**config.mk**
```make
export PLATFORM = sky130hd
export DESIGN_NAME = vm_router_layer_flat
export DESIGN_NICKNAME = d
export VERILOG_FILES = /design/src/rtl/vm_router_layer_if.sv /design/src/rtl/vm_router_layer.sv /design/src/flat_wrapper.sv
export SDC_FILE = /design/constraint.sdc
export NUM_CORES = 1
export LEC_CHECK = 0
export ABC_CLOCK_PERIOD_IN_PS = 3200
export BUFFER_PORTS_ARGS = -buffer_cell sky130_fd_sc_hd__buf_2
export CORE_MARGIN = 2
export CORE_UTILIZATION = 53
export CTS_CLUSTER_DIAMETER = 60
export DETAILED_ROUTE_END_ITERATION = 12
export GPL_ROUTABILITY_DRIVEN = 0
export PLACE_DENSITY_LB_ADDON = 0.1
export SKIP_LAST_GASP = 1
export SLEW_MARGIN = 10
export SYNTH_ARGS = -nofsm -noshare
export SYNTH_HDL_FRONTEND = slang
export SYNTH_SLANG_ARGS = --single-unit
```
**constraint.sdc**
```tcl
create_clock -name clk -period 3.2 [get_ports clk]
set_clock_uncertainty 0.15 [all_clocks]
set_input_delay 0.64 -clock clk [delete_from_list [all_inputs] [get_ports clk]]
set_output_delay 0.64 -clock clk [all_outputs]
set_load 0.01 [all_outputs]
```
**src/rtl/vm_router_layer_if.sv**
```systemverilog
// vm_router_layer_if: event control and StubsByLayer/VM/all-stubs memory bus of the VM router.
interface vm_router_layer_if #(parameter int VM_ADD_BITS = 4);
  logic                     en_proc;
  logic                     start;
  logic                     done;
  logic [5:0]               number_in;
  logic [5:0]               read_add;
  logic [35:0]              stub_in;
  logic [35:0]              stub_out;
  logic [3:0]               vm_wr_en;
  logic [4*VM_ADD_BITS-1:0] vm_add;
  logic                     allstub_wr_en;
  logic [5:0]               allstub_add;
  logic [3:0]               vm_overflow;
  modport master (
    input  en_proc, start, number_in, stub_in,
    output done, read_add, stub_out, vm_wr_en, vm_add, allstub_wr_en, allstub_add, vm_overflow
  );
  modport slave (
    output en_proc, start, number_in, stub_in,
    input  done, read_add, stub_out, vm_wr_en, vm_add, allstub_wr_en, allstub_add, vm_overflow
  );
endinterface

```
**src/rtl/vm_router_layer.sv**
```systemverilog
// vm_router_layer: walks one layer's StubsByLayer memory and steers each stub into one of four phi VM memories.
module vm_router_layer #(
  parameter int PHI_SEL_LSB = 26,
  parameter int VM_ADD_BITS = 4
) (
  input logic             clk,
  input logic             reset,
  vm_router_layer_if.master bus
);
  typedef enum logic [1:0] {IDLE, READ, DRAIN} state_e;
  localparam logic [VM_ADD_BITS-1:0] VM_MAX = '1;
  state_e                   state_q, state_d;
  logic [5:0]               n_q, n_d;
  logic [5:0]               read_add_q, read_add_d;
  logic [5:0]               as_cnt_q, as_cnt_d;
  logic [5:0]               allstub_add_q, allstub_add_d;
  logic                     v1_q, v1_d;
  logic                     done_q, done_d;
  logic                     as_wr_q, as_wr_d;
  logic [35:0]              stub_q, stub_d;
  logic [3:0]               wr_q, wr_d;
  logic [3:0]               full_q, full_d;
  logic [3:0]               ovf_q, ovf_d;
  logic [VM_ADD_BITS-1:0]   cnt_q [4];
  logic [VM_ADD_BITS-1:0]   cnt_d [4];
  logic [4*VM_ADD_BITS-1:0] vm_add_q, vm_add_d;
  logic [1:0]               sel;
  assign sel = bus.stub_in[PHI_SEL_LSB+1:PHI_SEL_LSB];
  // full_q marks a VM whose last slot was written; later stubs for it only overflow
  always_comb begin
    state_d       = state_q;
    n_d           = n_q;
    read_add_d    = read_add_q;
    as_cnt_d      = as_cnt_q;
    allstub_add_d = allstub_add_q;
    stub_d        = stub_q;
    full_d        = full_q;
    ovf_d         = ovf_q;
    cnt_d         = cnt_q;
    vm_add_d      = vm_add_q;
    v1_d          = 1'b0;
    done_d        = 1'b0;
    as_wr_d       = 1'b0;
    wr_d          = 4'b0;
    if (!bus.en_proc) begin
      state_d = IDLE;
    end else if (bus.start) begin
      n_d        = bus.number_in;
      read_add_d = 6'd0;
      as_cnt_d   = 6'd0;
      full_d     = 4'b0;
      ovf_d      = 4'b0;
      cnt_d      = '{default: '0};
      state_d    = (bus.number_in == 6'd0) ? IDLE : READ;
      done_d     = (bus.number_in == 6'd0);
    end else begin
      v1_d = (state_q == READ);
      if (v1_q) begin
        stub_d        = bus.stub_in;
        as_wr_d       = 1'b1;
        allstub_add_d = as_cnt_q;
        as_cnt_d      = as_cnt_q + 6'd1;
        if (full_q[sel]) begin
          ovf_d[sel] = 1'b1;
        end else begin
          wr_d[sel] = 1'b1;
          vm_add_d[sel*VM_ADD_BITS +: VM_ADD_BITS] = cnt_q[sel];
          if (cnt_q[sel] == VM_MAX) full_d[sel] = 1'b1;
          else cnt_d[sel] = cnt_q[sel] + 1'b1;
        end
      end
      if (state_q == READ) begin
        if (read_add_q == n_q - 6'd1) state_d = DRAIN;
        else read_add_d = read_add_q + 6'd1;
      end else if (state_q == DRAIN && !v1_q) begin
        state_d = IDLE;
        done_d  = 1'b1;
      end
    end
  end
  always_ff @(posedge clk or negedge reset) begin
    if (!reset) begin
      state_q       <= IDLE;
      n_q           <= 6'd0;
      read_add_q    <= 6'd0;
      as_cnt_q      <= 6'd0;
      allstub_add_q <= 6'd0;
      v1_q          <= 1'b0;
      done_q        <= 1'b0;
      as_wr_q       <= 1'b0;
      stub_q        <= 36'd0;
      wr_q          <= 4'b0;
      full_q        <= 4'b0;
      ovf_q         <= 4'b0;
      cnt_q         <= '{default: '0};
      vm_add_q      <= '0;
    end else begin
      state_q       <= state_d;
      n_q           <= n_d;
      read_add_q    <= read_add_d;
      as_cnt_q      <= as_cnt_d;
      allstub_add_q <= allstub_add_d;
      v1_q          <= v1_d;
      done_q        <= done_d;
      as_wr_q       <= as_wr_d;
      stub_q        <= stub_d;
      wr_q          <= wr_d;
      full_q        <= full_d;
      ovf_q         <= ovf_d;
      cnt_q         <= cnt_d;
      vm_add_q      <= vm_add_d;
    end
  end
  assign bus.done          = done_q;
  assign bus.read_add      = read_add_q;
  assign bus.stub_out      = stub_q;
  assign bus.vm_wr_en      = wr_q;
  assign bus.vm_add        = vm_add_q;
  assign bus.allstub_wr_en = as_wr_q;
  assign bus.allstub_add   = allstub_add_q;
  assign bus.vm_overflow   = ovf_q;
endmodule

```
**src/flat_wrapper.sv**
```systemverilog
// flat-port wrapper written by rule: the top's interface ports become plain ports
module vm_router_layer_flat 
#(
  parameter int PHI_SEL_LSB = 26,
  parameter int VM_ADD_BITS = 4
)
  (clk, reset, bus_en_proc, bus_start, bus_number_in, bus_stub_in, bus_done, bus_read_add, bus_stub_out, bus_vm_wr_en, bus_vm_add, bus_allstub_wr_en, bus_allstub_add, bus_vm_overflow);
  vm_router_layer_if #(.VM_ADD_BITS(VM_ADD_BITS)) bus_i ();
  input logic clk;
  input logic reset;
  input wire logic [$bits(bus_i.en_proc)-1:0] bus_en_proc;
  input wire logic [$bits(bus_i.start)-1:0] bus_start;
  input wire logic [$bits(bus_i.number_in)-1:0] bus_number_in;
  input wire logic [$bits(bus_i.stub_in)-1:0] bus_stub_in;
  output wire logic [$bits(bus_i.done)-1:0] bus_done;
  output wire logic [$bits(bus_i.read_add)-1:0] bus_read_add;
  output wire logic [$bits(bus_i.stub_out)-1:0] bus_stub_out;
  output wire logic [$bits(bus_i.vm_wr_en)-1:0] bus_vm_wr_en;
  output wire logic [$bits(bus_i.vm_add)-1:0] bus_vm_add;
  output wire logic [$bits(bus_i.allstub_wr_en)-1:0] bus_allstub_wr_en;
  output wire logic [$bits(bus_i.allstub_add)-1:0] bus_allstub_add;
  output wire logic [$bits(bus_i.vm_overflow)-1:0] bus_vm_overflow;
  assign bus_i.en_proc = bus_en_proc;
  assign bus_i.start = bus_start;
  assign bus_i.number_in = bus_number_in;
  assign bus_i.stub_in = bus_stub_in;
  assign bus_done = bus_i.done;
  assign bus_read_add = bus_i.read_add;
  assign bus_stub_out = bus_i.stub_out;
  assign bus_vm_wr_en = bus_i.vm_wr_en;
  assign bus_vm_add = bus_i.vm_add;
  assign bus_allstub_wr_en = bus_i.allstub_wr_en;
  assign bus_allstub_add = bus_i.allstub_add;
  assign bus_vm_overflow = bus_i.vm_overflow;
  vm_router_layer #(.PHI_SEL_LSB(PHI_SEL_LSB), .VM_ADD_BITS(VM_ADD_BITS)) u_core (.clk(clk), .reset(reset), .bus(bus_i));
endmodule
```
# Yosys cells after proc, flatten, opt, wreduce, memory -nomap -nowiden
# Cells that the tools add are included.
# Widths: inputs -> output; s select.
# word_totals
regBits	109
latch_bits	0
ram_bits	0
mem_bits_ro	0
in_bits	46
out_inout_bits	74
elab_cells	106
memories	0
# op_classes
n_addsub	5
n_mul	0
div	0
n_lt_le_gt_ge	4
eq_ne	9
shifts	2
muxes	46
n_bitwise	5
reduce_logical	18
# ops
cell	count
$mux 16	4
$mux 4	14
$neg 4->34	1
$shift 4x34->16 const A	1
$shiftx 4x34->16	1
$bwmux 16	2
$mux 6	5
$add 6x1->6 const B	2
$mux 1	12
$reduce_and 4->1	3
$mux 2	5
$reduce_and 3->1	3
$bmux 4 s2	1
$demux 4 s2	1
$or 4x4->4	2
$reduce_bool 2->1	4
$eq 6x6->1	1
$logic_not 6->1	1
$ne 2x2->1 const B	3
$reduce_and 2->1	3
$sub 6x1->6 const B	1
$add 4x1->4 const B	1
$eq 4x4->1 const B	1
$ne 4x1->1 const B	1
13 further kinds	16

# Logic depth before layout (Yosys ltp)
# logic_depth
depth_word	10
ltp_mapped	9
mapped_depth_nobuf	9

# Worst setup path after synthesis
# Ideal clock, no wire load.
# synth_timing
path_kind	input to register
from	input port bus_stub_in[26]
to	register u_core.cnt_q[10] (netlist bit)
setup_time_ps	129
arrival_time_ps	2492
required_ps	2921
path_slack_ps	428
stages	8
n_path_buf	1
path_cell_list	buf_6 > mux4_2 > ha_1 > and3_4 > a211oi_4 > and2_4 > mux2i_1 > o2bb2ai_1
# synth_via
elab_chain_len	10
elab_cells_between_ends	21
cone_classes	add/sub (1); order compare (2); eq/ne (3); mux (12); bitwise (1); reduce/logical (2)
# synth_lines
item	line_no	rtl
start, declared	flat_wrapper.sv:14	input wire logic [$bits(bus_i.stub_in)-1:0] bus_stub_in;
$not 2->3 (not written as such)	vm_router_layer.sv:68, vm_router_layer.sv:69	
$bmux 4 s2, or another cell as far along	vm_router_layer.sv:68, vm_router_layer.sv:69	
$mux 4 (not written as such) or $logic_and 1x1->1 (tied branches)	vm_router_layer.sv:68, vm_router_layer.sv:69	
$mux 4, on equally long branches	vm_router_layer.sv:68, vm_router_layer.sv:69	
$add 4x1->4 or $demux 4 s2 (tied branches)	vm_router_layer.sv:69	else cnt_d[sel] = cnt_q[sel] + 1'b1;
$bwmux 16	vm_router_layer.sv:69	
$mux 16	vm_router_layer.sv:68	if (cnt_q[sel] == VM_MAX) full_d[sel] = 1'b1;
$mux 16	vm_router_layer.sv:63	if (full_q[sel]) begin
$mux 16	vm_router_layer.sv:58	if (v1_q) begin
$mux 16	vm_router_layer.sv:47	end else if (bus.start) begin
end signal, assigned	vm_router_layer.sv:110	cnt_q <= cnt_d;
end, declared	vm_router_layer.sv:24	logic [VM_ADD_BITS-1:0] cnt_q [4];
# Parallel ways exist; a longest one is shown, timed or not. The select of a mux whose other input is x is not followed.
# A chain may end at the register's enable or synchronous reset.

# Worst setup path in the final report
# layout_timing
from	input port bus_stub_in[26]
to	register u_core.cnt_q[11] (netlist bit)
# Same word-level chain as after synthesis.

==> summary.json <==
{
  "status": {
    "status": "complete, no violations"
  },
  "timing": {
    "maxClockFrequency_ghz": 0.3741,
    "final.setup.worst_slack_ns": 0.5272,
    "finalHoldViolations": 0,
    "crit_path_time_final_ns": 2.673,
    "max_slew_margin_pct": 47.40,
    "fin_crit_sh_pct": 83.52,
    "final-setup-viol-count": 0,
    "grt_setup_unrepaired": "false",
    "maxSlewViolCount": 0,
    "timing_worst_slew_pin_value_ns": 0.7837,
    "final.hold.worst_slack_ns": 0.1515,
    "setup_total_negative_slack_ns": 0
  },
  "clocking": {
    "clock_insertion_delay_worst_skew_ns": 0.37,
    "cts_inserted_buffers": 9,
    "cts_post_setup_buffers_inserted": 0,
    "cts_num_sinks": 109,
    "worst_setup_hold_path_clk_slew_ns": 0.11,
    "tritoncts": "yes",
    "hold_buffers": 0,
    "post_cts.resized_instances": 0,
    "clockRootBuffer": "sky130_fd_sc_hd__clkbuf_8",
    "cts_buffer_depth": 2,
    "h-tree-depth": 3
  },
  "power": {
    "p_leak_nw": 3.110,
    "vdd_drop_max_v": 0.0002585,
    "finalPower_mw": 3.195,
    "power.density_nw_per_um2": 546.6
  },
  "drt": {
    "first_pass_iteration_count_of_the_detailed_router": 4,
    "vias": 3996,
    "avgRoutedWirePerCell_um": 14.57,
    "final_antenna_net_count": 0,
    "route.final.wire_length_mm": 10.93,
    "drc": 0,
    "via_per_inst": 5.328,
    "drt_first_iter_violations": 132
  },
  "global_route": {
    "number_of_antenna_violations_at_the_first_check_in_global_routing": 0,
    "vias_in_the_first_global_route": 3836,
    "grt_use_total_pct": 22.40,
    "grt_max_degree": 60,
    "grt_first_pass_wirelength_mm": 18.00,
    "globalRoute.totalOverflow": 0
  },
  "yosys": {
    "postSynth.asyncResetShare_pct": 100.0,
    "synth_cell_types": 45,
    "synth_edf_count": 0,
    "postSynthRegisterBits": 109,
    "syn_area_um2": 4974,
    "postSynthNetCount": 581,
    "synth_top_flop_cell": "sky130_fd_sc_hd__dfrtp_1",
    "yosys.area.top_type": "sky130_fd_sc_hd__dfrtp_1",
    "synth-warning-count": 0,
    "synth_area_leaders": "sky130_fd_sc_hd__dfrtp_1 (55%), sky130_fd_sc_hd__nand2_1 (11%), sky130_fd_sc_hd__o21ai_0 (3.8%)",
    "syn-instance-count": 523,
    "register_area_share_after_synthesis_pct": 54.84,
    "synth.top_cell.area_share_pct": 54.84,
    "syn_avg_cell_area_um2": 9.510
  },
  "layout": {
    "post-route-cell-area_um2": 5844,
    "final_layout_size_suffix_gt1_share_pct": 24.41,
    "commonest_non_fill_non_tap_cell_in_the_layout": "sky130_fd_sc_hd__nand2_1",
    "layout_common_cells": "sky130_fd_sc_hd__nand2_1 (149), sky130_fd_sc_hd__buf_2 (118), sky130_fd_sc_hd__dfrtp_1 (109), sky130_fd_sc_hd__o21ai_0 (38), sky130_fd_sc_hd__inv_1 (30)",
    "filler_cell_count": 771,
    "antenna_diode_count": 0,
    "syn2layout_area_growth_pct": 17.51,
    "fin_nets": 692
  },
  "critical_path": {
    "arrival_ns": 2.78,
    "cp-start-kind": "input pin",
    "r2r-start": "u_core.cnt_q[1]",
    "setup.worst_path.class": "input pin to register",
    "path_max_fanout": 9,
    "critPathRequiredTime_ns": 3.31,
    "ff2ff_path_depth": 7,
    "cp-end-kind": "register",
    "r2r_end": "u_core.cnt_q[11]",
    "rrSetupSlack_ns": 0.59
  },
  "floorplanning": {
    "initial_core_util_pct": 54.34,
    "top_level_ports": 120,
    "fp.coreArea_um2": 9153,
    "die_area_um2": 10170,
    "fp.dieW_um": 100.9,
    "rows": 35,
    "die_outline_height_um": 100.9
  },
  "placed_design": {
    "placement.io_buffers": 119,
    "post-dp-hpwl_mm": 7.895,
    "post-place-ws_ns": 0.1578,
    "placed_area_um2": 5662
  },
  "job": {
    "drv.max_cap_violation_count": 0
  },
  "hold_path": {
    "worstHoldPathType": "input pin to async pin"
  }
}
==> synthesized netlist by cell type, types with 3 or more instances <==
| cell type | n |
|---|---|
| sky130_fd_sc_hd__dfrtp_1 | 109 |
| sky130_fd_sc_hd__clkbuf_1 | 26 |
| sky130_fd_sc_hd__nand2b_1 | 5 |
| sky130_fd_sc_hd__xor2_1 | 8 |
| sky130_fd_sc_hd__o21ai_0 | 38 |
| sky130_fd_sc_hd__mux4_2 | 5 |
| sky130_fd_sc_hd__and2_1 | 9 |
| sky130_fd_sc_hd__a22o_1 | 4 |
| sky130_fd_sc_hd__nor3_1 | 4 |
| sky130_fd_sc_hd__nor3b_1 | 6 |
| sky130_fd_sc_hd__nand2_1 | 149 |
| sky130_fd_sc_hd__nand3_1 | 26 |
| sky130_fd_sc_hd__inv_1 | 30 |
| sky130_fd_sc_hd__mux2i_1 | 7 |
| sky130_fd_sc_hd__a21oi_1 | 10 |
| sky130_fd_sc_hd__ha_1 | 12 |
| sky130_fd_sc_hd__o22ai_1 | 7 |
| sky130_fd_sc_hd__nor2_1 | 23 |
| sky130_fd_sc_hd__o2bb2ai_1 | 4 |
| sky130_fd_sc_hd__and3_1 | 3 |
| sky130_fd_sc_hd__nand4_1 | 4 |
==> per-layer routing <==
metal	GRT usage (%)	wire length (um)	vias up	part of all wire, %
met5	0	0	-	0
met4	8.008	144	0	1.3
met3	3.745	517	13	4.7
met2	37.44	5433	92	50
met1	29.64	4836	1927	44
li1	-	-	1964	-
==> cell type report <==
cell class	count	area (um^2)	area share [%]
Clock buffer	10	127.6	2.184
Clock inverter	6	55.05	0.9420
Multi-Input combinational cell	354	2009	34.38
Timing Repair Buffer	128	665.6	11.39
Sequential cell	109	2728	46.67
Inverter	32	120.1	2.055
Tap cell	111	138.9	2.376
==> worst max-delay path by stage <==
stage / depth (start not counted) / to / slack, ns / from
global placement: 8 / u_core.cnt_q[15] / 0.23 / bus_stub_in[26]
CTS: 8 / u_core.cnt_q[11] / 0.54 / bus_stub_in[26]
detailed placement: 8 / u_core.cnt_q[11] / 0.16 / bus_stub_in[26]
floorplan: 8 / u_core.cnt_q[10] / 0.43 / bus_stub_in[26]
finish: 8 / u_core.cnt_q[11] / 0.53 / bus_stub_in[26]
global route: 8 / u_core.cnt_q[4] / 0.37 / bus_stub_in[26]
==> logic make-up after synthesis <==
logic type / Yosys count / synth area share, %
xor+xnor: 10 / 1.761
buf+inv: 60 / 4.755
flops: 109 / 54.84
simple gates: 239 / 21.63
mux: 12 / 3.673
compound gates: 81 / 10.31
fa+ha+maj: 12 / 3.019
==> per-stage QoR <==
| step | util (%) | instances |
|---|---|---|
| 6_report | 63.86 | 750 |
| 3_5_place_dp | 61.86 | 734 |
| 2_1_floorplan | - | 523 |
| 4_1_cts | 63.86 | 750 |
| 3_3_place_gp | 61.86 | 734 |
| 5_1_grt | 63.86 | 750 |
==> power breakdown <==
group	leakage (nW)	internal, mW	total (mW)	switching, mW
Combinational	1.63	0.298	0.700	0.402
Sequential	1.40	1.57	1.71	0.134
Clock	0.0873	0.300	0.789	0.489
==> worst max-delay path, cell delays in order <==
cell	delay [ns]
sky130_fd_sc_hd__buf_2	0.17
sky130_fd_sc_hd__mux4_2	0.60
sky130_fd_sc_hd__ha_1	0.24
sky130_fd_sc_hd__and3_4	0.18
sky130_fd_sc_hd__a211oi_4	0.41
sky130_fd_sc_hd__and2_4	0.24
sky130_fd_sc_hd__o21ai_0	0.08
sky130_fd_sc_hd__a22o_1	0.21
==> flip-flops by register name (all words and copies together), names as in the netlist <==
signal                    flops
u_core.bus.vm_wr_en           4
u_core.bus.vm_add            16
u_core.bus.stub_out          36
u_core.n_q                    6
u_core.v1_q                   1
u_core.full_q                 4
u_core.cnt_q                 16
u_core.state_q                2
u_core.bus.done               1
u_core.as_cnt_q               6
u_core.bus.allstub_wr_en      1
u_core.bus.allstub_add        6
u_core.bus.read_add           6
u_core.bus.vm_overflow        4
(Power assumes the default switching activity.)
